===== src/rtl/bit_packer_if.sv =====
// Field/word handshake bundle for bit_packer.
// master is the upstream/downstream side, slave is the packer.
interface bit_packer_if;
    logic        pushin;
    logic [3:0]  lenin;
    logic [14:0] datain;
    logic        flushin;
    logic        stallin;
    logic        fullout;
    logic        pushout;
    logic [31:0] dataout;
    logic        lastout;
    logic [5:0]  bitsout;
    logic        overflow;

    modport master (
        output pushin, lenin, datain, flushin, stallin,
        input  fullout, pushout, dataout, lastout, bitsout, overflow
    );

    modport slave (
        input  pushin, lenin, datain, flushin, stallin,
        output fullout, pushout, dataout, lastout, bitsout, overflow
    );
endinterface


===== src/rtl/bit_packer.sv =====
// Variable-length bit packer: MSB-first concatenation of 0-15 bit
// fields into 32-bit words, queued for a downstream word sink.
module bit_packer #(
    parameter int DEPTH = 4
) (
    input  logic      clock,
    input  logic      reset,
    bit_packer_if.slave bus
);
    localparam int AW = (DEPTH > 1) ? $clog2(DEPTH) : 1;
    localparam int CW = AW + 1;
    localparam logic [CW-1:0] FULL_C = CW'(DEPTH);

    typedef enum logic {RUN, FLUSH} state_t;

    state_t        state_q, state_d;
    logic [46:0]   acc_q, acc_d;
    logic [5:0]    cnt_q, cnt_d;
    logic [AW-1:0] wptr_q, rptr_q;
    logic [CW-1:0] used_q;
    logic          ovf_q;

    logic [31:0]   mem_data_q [DEPTH];
    logic          mem_last_q [DEPTH];
    logic [5:0]    mem_bits_q [DEPTH];

    logic          q_full, q_empty, full, pop;
    logic          accept_push, accept_flush;
    logic [14:0]   field;
    logic [46:0]   merged;
    logic [5:0]    sum;
    logic          wr_en, wr_last;
    logic [31:0]   wr_data;
    logic [5:0]    wr_bits;

    always_comb begin
        q_full       = (used_q == FULL_C);
        q_empty      = (used_q == '0);
        full         = q_full | (state_q == FLUSH);
        pop          = !q_empty & !bus.stallin;
        accept_push  = bus.pushin & !full;
        accept_flush = bus.flushin & !full;
        field        = bus.datain & ~(15'h7fff << bus.lenin);
        // left-align the field, then drop it just below the valid bits
        merged = acc_q |
                 (({field, 32'd0} << (4'd15 - bus.lenin)) >> cnt_q);
        sum    = cnt_q + {2'b00, bus.lenin};
    end

    always_comb begin
        state_d = state_q;
        acc_d   = acc_q;
        cnt_d   = cnt_q;
        wr_en   = 1'b0;
        wr_last = 1'b0;
        wr_bits = 6'd32;
        wr_data = acc_q[46:15];
        unique case (state_q)
            RUN: begin
                if (accept_push) begin
                    acc_d = merged;
                    cnt_d = sum;
                end
                if (cnt_d >= 6'd32) begin
                    wr_en   = 1'b1;
                    wr_data = acc_d[46:15];
                    acc_d   = acc_d << 32;
                    cnt_d   = cnt_d - 6'd32;
                end
                if (accept_flush) state_d = FLUSH;
            end
            FLUSH: begin
                if (!q_full) begin
                    if (cnt_q >= 6'd32) begin
                        wr_en = 1'b1;
                        acc_d = acc_q << 32;
                        cnt_d = cnt_q - 6'd32;
                    end else begin
                        state_d = RUN;
                        if (cnt_q != 6'd0) begin
                            wr_en   = 1'b1;
                            wr_last = 1'b1;
                            wr_bits = cnt_q;
                            acc_d   = '0;
                            cnt_d   = '0;
                        end
                    end
                end
            end
        endcase
    end

    always_ff @(posedge clock) begin
        if (reset) begin
            state_q <= RUN;
            acc_q   <= '0;
            cnt_q   <= '0;
            wptr_q  <= '0;
            rptr_q  <= '0;
            used_q  <= '0;
            ovf_q   <= 1'b0;
        end else begin
            state_q <= state_d;
            acc_q   <= acc_d;
            cnt_q   <= cnt_d;
            if (wr_en) wptr_q <= wptr_q + AW'(1);
            if (pop)   rptr_q <= rptr_q + AW'(1);
            unique case ({wr_en, pop})
                2'b10:   used_q <= used_q + CW'(1);
                2'b01:   used_q <= used_q - CW'(1);
                default: used_q <= used_q;
            endcase
            if ((bus.pushin | bus.flushin) & full) ovf_q <= 1'b1;
        end
    end

    // storage needs no reset: the empty flag gates the head
    always_ff @(posedge clock) begin
        if (wr_en) begin
            mem_data_q[wptr_q] <= wr_data;
            mem_last_q[wptr_q] <= wr_last;
            mem_bits_q[wptr_q] <= wr_bits;
        end
    end

    assign bus.fullout  = full;
    assign bus.pushout  = pop;
    assign bus.dataout  = q_empty ? 32'd0 : mem_data_q[rptr_q];
    assign bus.lastout  = q_empty ? 1'b0  : mem_last_q[rptr_q];
    assign bus.bitsout  = q_empty ? 6'd0  : mem_bits_q[rptr_q];
    assign bus.overflow = ovf_q;
endmodule


===== src/flat_wrapper.sv =====
// flat-port wrapper written by rule: the top's interface ports become plain ports
module bit_packer_flat 
#(
    parameter int DEPTH = 4
)
  (clock, reset, bus_pushin, bus_lenin, bus_datain, bus_flushin, bus_stallin, bus_fullout, bus_pushout, bus_dataout, bus_lastout, bus_bitsout, bus_overflow);
  bit_packer_if bus_i ();
  input  logic clock;
  input  logic reset;
  input wire logic [$bits(bus_i.pushin)-1:0] bus_pushin;
  input wire logic [$bits(bus_i.lenin)-1:0] bus_lenin;
  input wire logic [$bits(bus_i.datain)-1:0] bus_datain;
  input wire logic [$bits(bus_i.flushin)-1:0] bus_flushin;
  input wire logic [$bits(bus_i.stallin)-1:0] bus_stallin;
  output wire logic [$bits(bus_i.fullout)-1:0] bus_fullout;
  output wire logic [$bits(bus_i.pushout)-1:0] bus_pushout;
  output wire logic [$bits(bus_i.dataout)-1:0] bus_dataout;
  output wire logic [$bits(bus_i.lastout)-1:0] bus_lastout;
  output wire logic [$bits(bus_i.bitsout)-1:0] bus_bitsout;
  output wire logic [$bits(bus_i.overflow)-1:0] bus_overflow;
  assign bus_i.pushin = bus_pushin;
  assign bus_i.lenin = bus_lenin;
  assign bus_i.datain = bus_datain;
  assign bus_i.flushin = bus_flushin;
  assign bus_i.stallin = bus_stallin;
  assign bus_fullout = bus_i.fullout;
  assign bus_pushout = bus_i.pushout;
  assign bus_dataout = bus_i.dataout;
  assign bus_lastout = bus_i.lastout;
  assign bus_bitsout = bus_i.bitsout;
  assign bus_overflow = bus_i.overflow;
  bit_packer #(.DEPTH(DEPTH)) u_core (.clock(clock), .reset(reset), .bus(bus_i));
endmodule

===== config.mk =====
export PLATFORM = sky130hd
export DESIGN_NAME = bit_packer_flat
export DESIGN_NICKNAME = d
export VERILOG_FILES = /design/src/rtl/bit_packer_if.sv /design/src/rtl/bit_packer.sv /design/src/flat_wrapper.sv
export SDC_FILE = /design/constraint.sdc
export NUM_CORES = 1
export LEC_CHECK = 0
export ABC_AREA = 1
export CORE_UTILIZATION = 44
export CTS_BUF_LIST = sky130_fd_sc_hd__clkbuf_16
export CTS_CLUSTER_DIAMETER = 40
export DETAILED_ROUTE_END_ITERATION = 10
export HOLD_SLACK_MARGIN = 0.15
export PLACE_DENSITY = 0.62
export SLEW_MARGIN = 20
export SYNTH_ARGS = -nofsm -noshare
export SYNTH_HDL_FRONTEND = slang
export SYNTH_SLANG_ARGS = --single-unit

===== constraint.sdc =====
create_clock -name clock -period 4.4 [get_ports clock]
set_clock_uncertainty 0.05 [all_clocks]
set_input_delay 0.88 -clock clock [delete_from_list [all_inputs] [get_ports clock]]
set_output_delay 0.88 -clock clock [all_outputs]
set_load 0.005 [all_outputs]

==> results.py <==
metrics = {
    "die": {
        "placementRows": 58,
        "io_pins": 66,
        "initial_core_util_pct": 45.0,
        "die_w_um": 162,
        "die_area_um2": 26400,
        "design.core.area_um2": 25200,
        "die_h_um": 162,
    },
    "sta": {
        "fin_tns_setup_ns": 0,
        "setup_viol_count_final": 0,
        "rsz0062_at_grt": "false",
        "fin_crit_sh_pct": 83.8,
        "period_minus_slack_ns": 3.69,
        "hold_viol_final": 0,
        "slew_violations": 0,
        "worst_pin_slew_ns": 1.02,
        "clock.fmax_mhz": 271,
        "max_slew_margin_pct": 31.4,
    },
    "setup_path": {
        "path_max_fanout": 50,
        "required_ns": 3.47,
        "path_class": "register to output pin",
        "slowest_delay_ns": 0.60,
        "cp_cell_sequence": "clkinv_1 -> buf_12 -> o21ai_0 -> a21oi_1 -> clkdlybuf4s50_1",
        "arrival_ns": 2.76,
        "timing.rr.start": "u_core.cnt_q[1]",
        "slowest_stage": "clkinv_1",
        "cp-start-kind": "register",
        "crit_path_end_kind": "output pin",
    },
    "layout": {
        "fillCellCount": 2293,
        "multi_input_area_um2": 4600,
        "register_area_um2": 5970,
        "fin_util_pct": 52.6,
        "n_antenna_cell": 0,
        "area_delta_synth_final_pct": 16.8,
        "nNetsFinal": 1443,
        "drive_above_1_share_pct": 8.25,
    },
    "logic_synthesis": {
        "synth-simple-area-share_pct": 25.2,
        "synth.avg_cell_area_um2": 8.24,
        "ys_ff_latch": 220,
        "syn_inst": 1374,
        "synth_xor_area_share_pct": 0.155,
        "synth_top_family_by_area": "simple AND/OR/NAND/NOR gates",
        "synth_mux_area_share_pct": 0,
        "netlist_area_um2": 11300,
        "synth-adder-area-share_pct": 1.35,
        "synth_fp_nets": 1409,
        "ys_warn_count": 0,
        "synth_compound_area_share_pct": 13.7,
        "seq_area_frac_synth_pct": 52.7,
        "ys_types": 41,
    },
    "detailed_routing": {
        "vias": 9540,
        "wl_per_cell_um": 17.1,
        "drcViolationCount": 0,
        "drt_wl_total_mm": 30.2,
        "dr.first_iter.drc_count": 802,
        "viasPerCell": 5.42,
        "postRouteAntennaNets": 0,
        "drtPass1Iterations": 5,
    },
    "power_and_ir_drop": {
        "p_per_area_nw_per_um2": 507,
        "cellLeakagePower_nw": 5.08,
        "vdd_ir_drop_max_v": 0.000306,
    },
    "grt": {
        "track_usage_pct": 23.1,
        "antenna_found_initial": 0,
        "grt_pass1_vias": 8914,
        "grt_overflow": 0,
        "grt_pass1_wl_mm": 48.1,
        "grt_max_degree": 79,
    },
    "clocking": {
        "clockRootBuffer": "clkbuf_16",
        "clk_latency_ns": 0.55,
        "cts_hold_buffers": 0,
        "cts.clk_slew.worst_paths_ns": 0.06,
        "cts_buffer_depth": 3,
        "htreeDepth": 1,
        "cts_sinks": 220,
        "cts_resized": 0,
        "numCtsBuffers": 29,
        "cts_tree": "done",
        "post-cts-setup-buffers": 0,
    },
    "hold_path": {
        "hold_start": "u_core.acc_q[28]",
        "hold_path_class": "register to register",
    },
    "place": {
        "dp_hpwl_mm": 20.0,
        "place.gp.congestion": 0.950,
        "portBuffers": 65,
    },
    "run": {
        "cap_violations": 0,
    },
    "status": {
        "status": "finished clean",
    },
}
[cell usage after synthesis, drive strengths merged]
cell,instances,area [µm²]
nand2,224,853
nor2,211,805
nand3,190,991
edfxtp,156,4680
o21ai,155,780
a21oi,101,521
inv,95,357
clkbuf,65,244
dfxtp,64,1280
buf,30,175
and3,13,81.3
nand4,12,75.1
ha,9,113
nor3,8,40.0
o21bai,6,45.0
clkinv,5,18.8
o211ai,5,42.5
o21a,5,37.5
a221oi,4,35.0
a22oi,4,30.0
o31ai,3,22.5
fa,2,40.0
xor2,2,17.5
a211oi,1,7.51
a31o,1,8.76
a31oi,1,6.26
and2,1,6.26
o2111a,1,11.3
[cells by family (layout without fill, tap and decap cells)]
group	Yosys count	after routing
AO/OA/AOI/OAI	287	287
XOR/XNOR	2	2
adder cells (fa/ha/maj)	11	11
buffers and inverters	195	251
flip-flops	220	220
AND/OR/NAND/NOR	659	659
[power by group]
| group | switching, W | internal (W) | leakage [nW] |
|---|---|---|---|
| combinational | 0.00121 | 0.000791 | 2.64 |
| clock | 0.000930 | 0.00129 | 0.461 |
| sequential | 0.000105 | 0.00238 | 1.98 |
[through the flow]
| step | instances | total power [W] | hold slack [ns] | setup slack [ns] | instance area, µm² |
|---|---|---|---|---|---|
| final | 1760 | 0.00671 | 0.417 | 0.711 | 13200 |
| after floorplan | 1374 | 0.00367 | 0.386 | 0.000171 | 11300 |
| after global routing | 1760 | 0.00707 | 0.446 | 0.543 | 13200 |
| after detailed placement | 1707 | 0.00453 | 0.409 | 0.400 | 12300 |
| after CTS | 1760 | 0.00675 | 0.419 | 0.706 | 13200 |
| after global placement | 1707 | 0.00451 | 0.392 | 0.382 | 12300 |
[worst max-delay path: cells and delay by family, from the launching register on]
family / cells / cell delay, ns
flops: 1 / 0.32
buf+inv: 3 / 1.49
compound gates: 2 / 0.34
[sequential cells by signal (all words and copies together), names as in the netlist, 2 cells and up, named ones only]
signal             count
u_core.mem_data_q    128
u_core.acc_q          47
u_core.mem_bits_q     24
u_core.cnt_q           6
u_core.mem_last_q      4
u_core.used_q          3
u_core.rptr_q          2
u_core.wptr_q          2
[area by class of cell]
cell class / count / share of cell area [%]
Clock inverter: 24 / 1.53
Tap cell: 330 / 3.12
Inverter: 100 / 2.84
Sequential cell: 220 / 45.1
Clock buffer: 29 / 5.48
Timing Repair Buffer: 98 / 7.17
Multi-Input combinational cell: 959 / 34.8
[path summary, 6_finish.rpt]
check,end,slack [ns],cells after the start
setup / recovery,bus_bitsout[4],0.71,5
hold / removal,u_core.acc_q[28],0.42,2
setup reg to reg,u_core.used_q[2],1.10,17
hold reg to reg,u_core.acc_q[28],0.42,2
[per-layer routing]
metal	part of all wire (%)	wire length, µm	track usage (%)
met3	4.8	1450	3.03
met4	2.4	727	7.25
met5	0	0	0
met1	46	13900	32.2
met2	47	14100	37.4
[cells in the final DEF (no fill, tap or decap), types with 7 or more instances in the layout]
cell             instances
nand2_1                221
nor2_1                 204
nand3_1                182
edfxtp_1               156
o21ai_0                141
a21oi_1                 97
inv_1                   86
clkdlybuf4s50_1         65
dfxtp_1                 63
clkbuf_16               29
buf_4                   29
o21ai_1                 13
and3_1                  13
nand4_1                 12
clkinv_1                 9
inv_2                    9
ha_1                     9
nand3_2                  8
nor3_1                   7
Power figures use the tool's default switching activity.
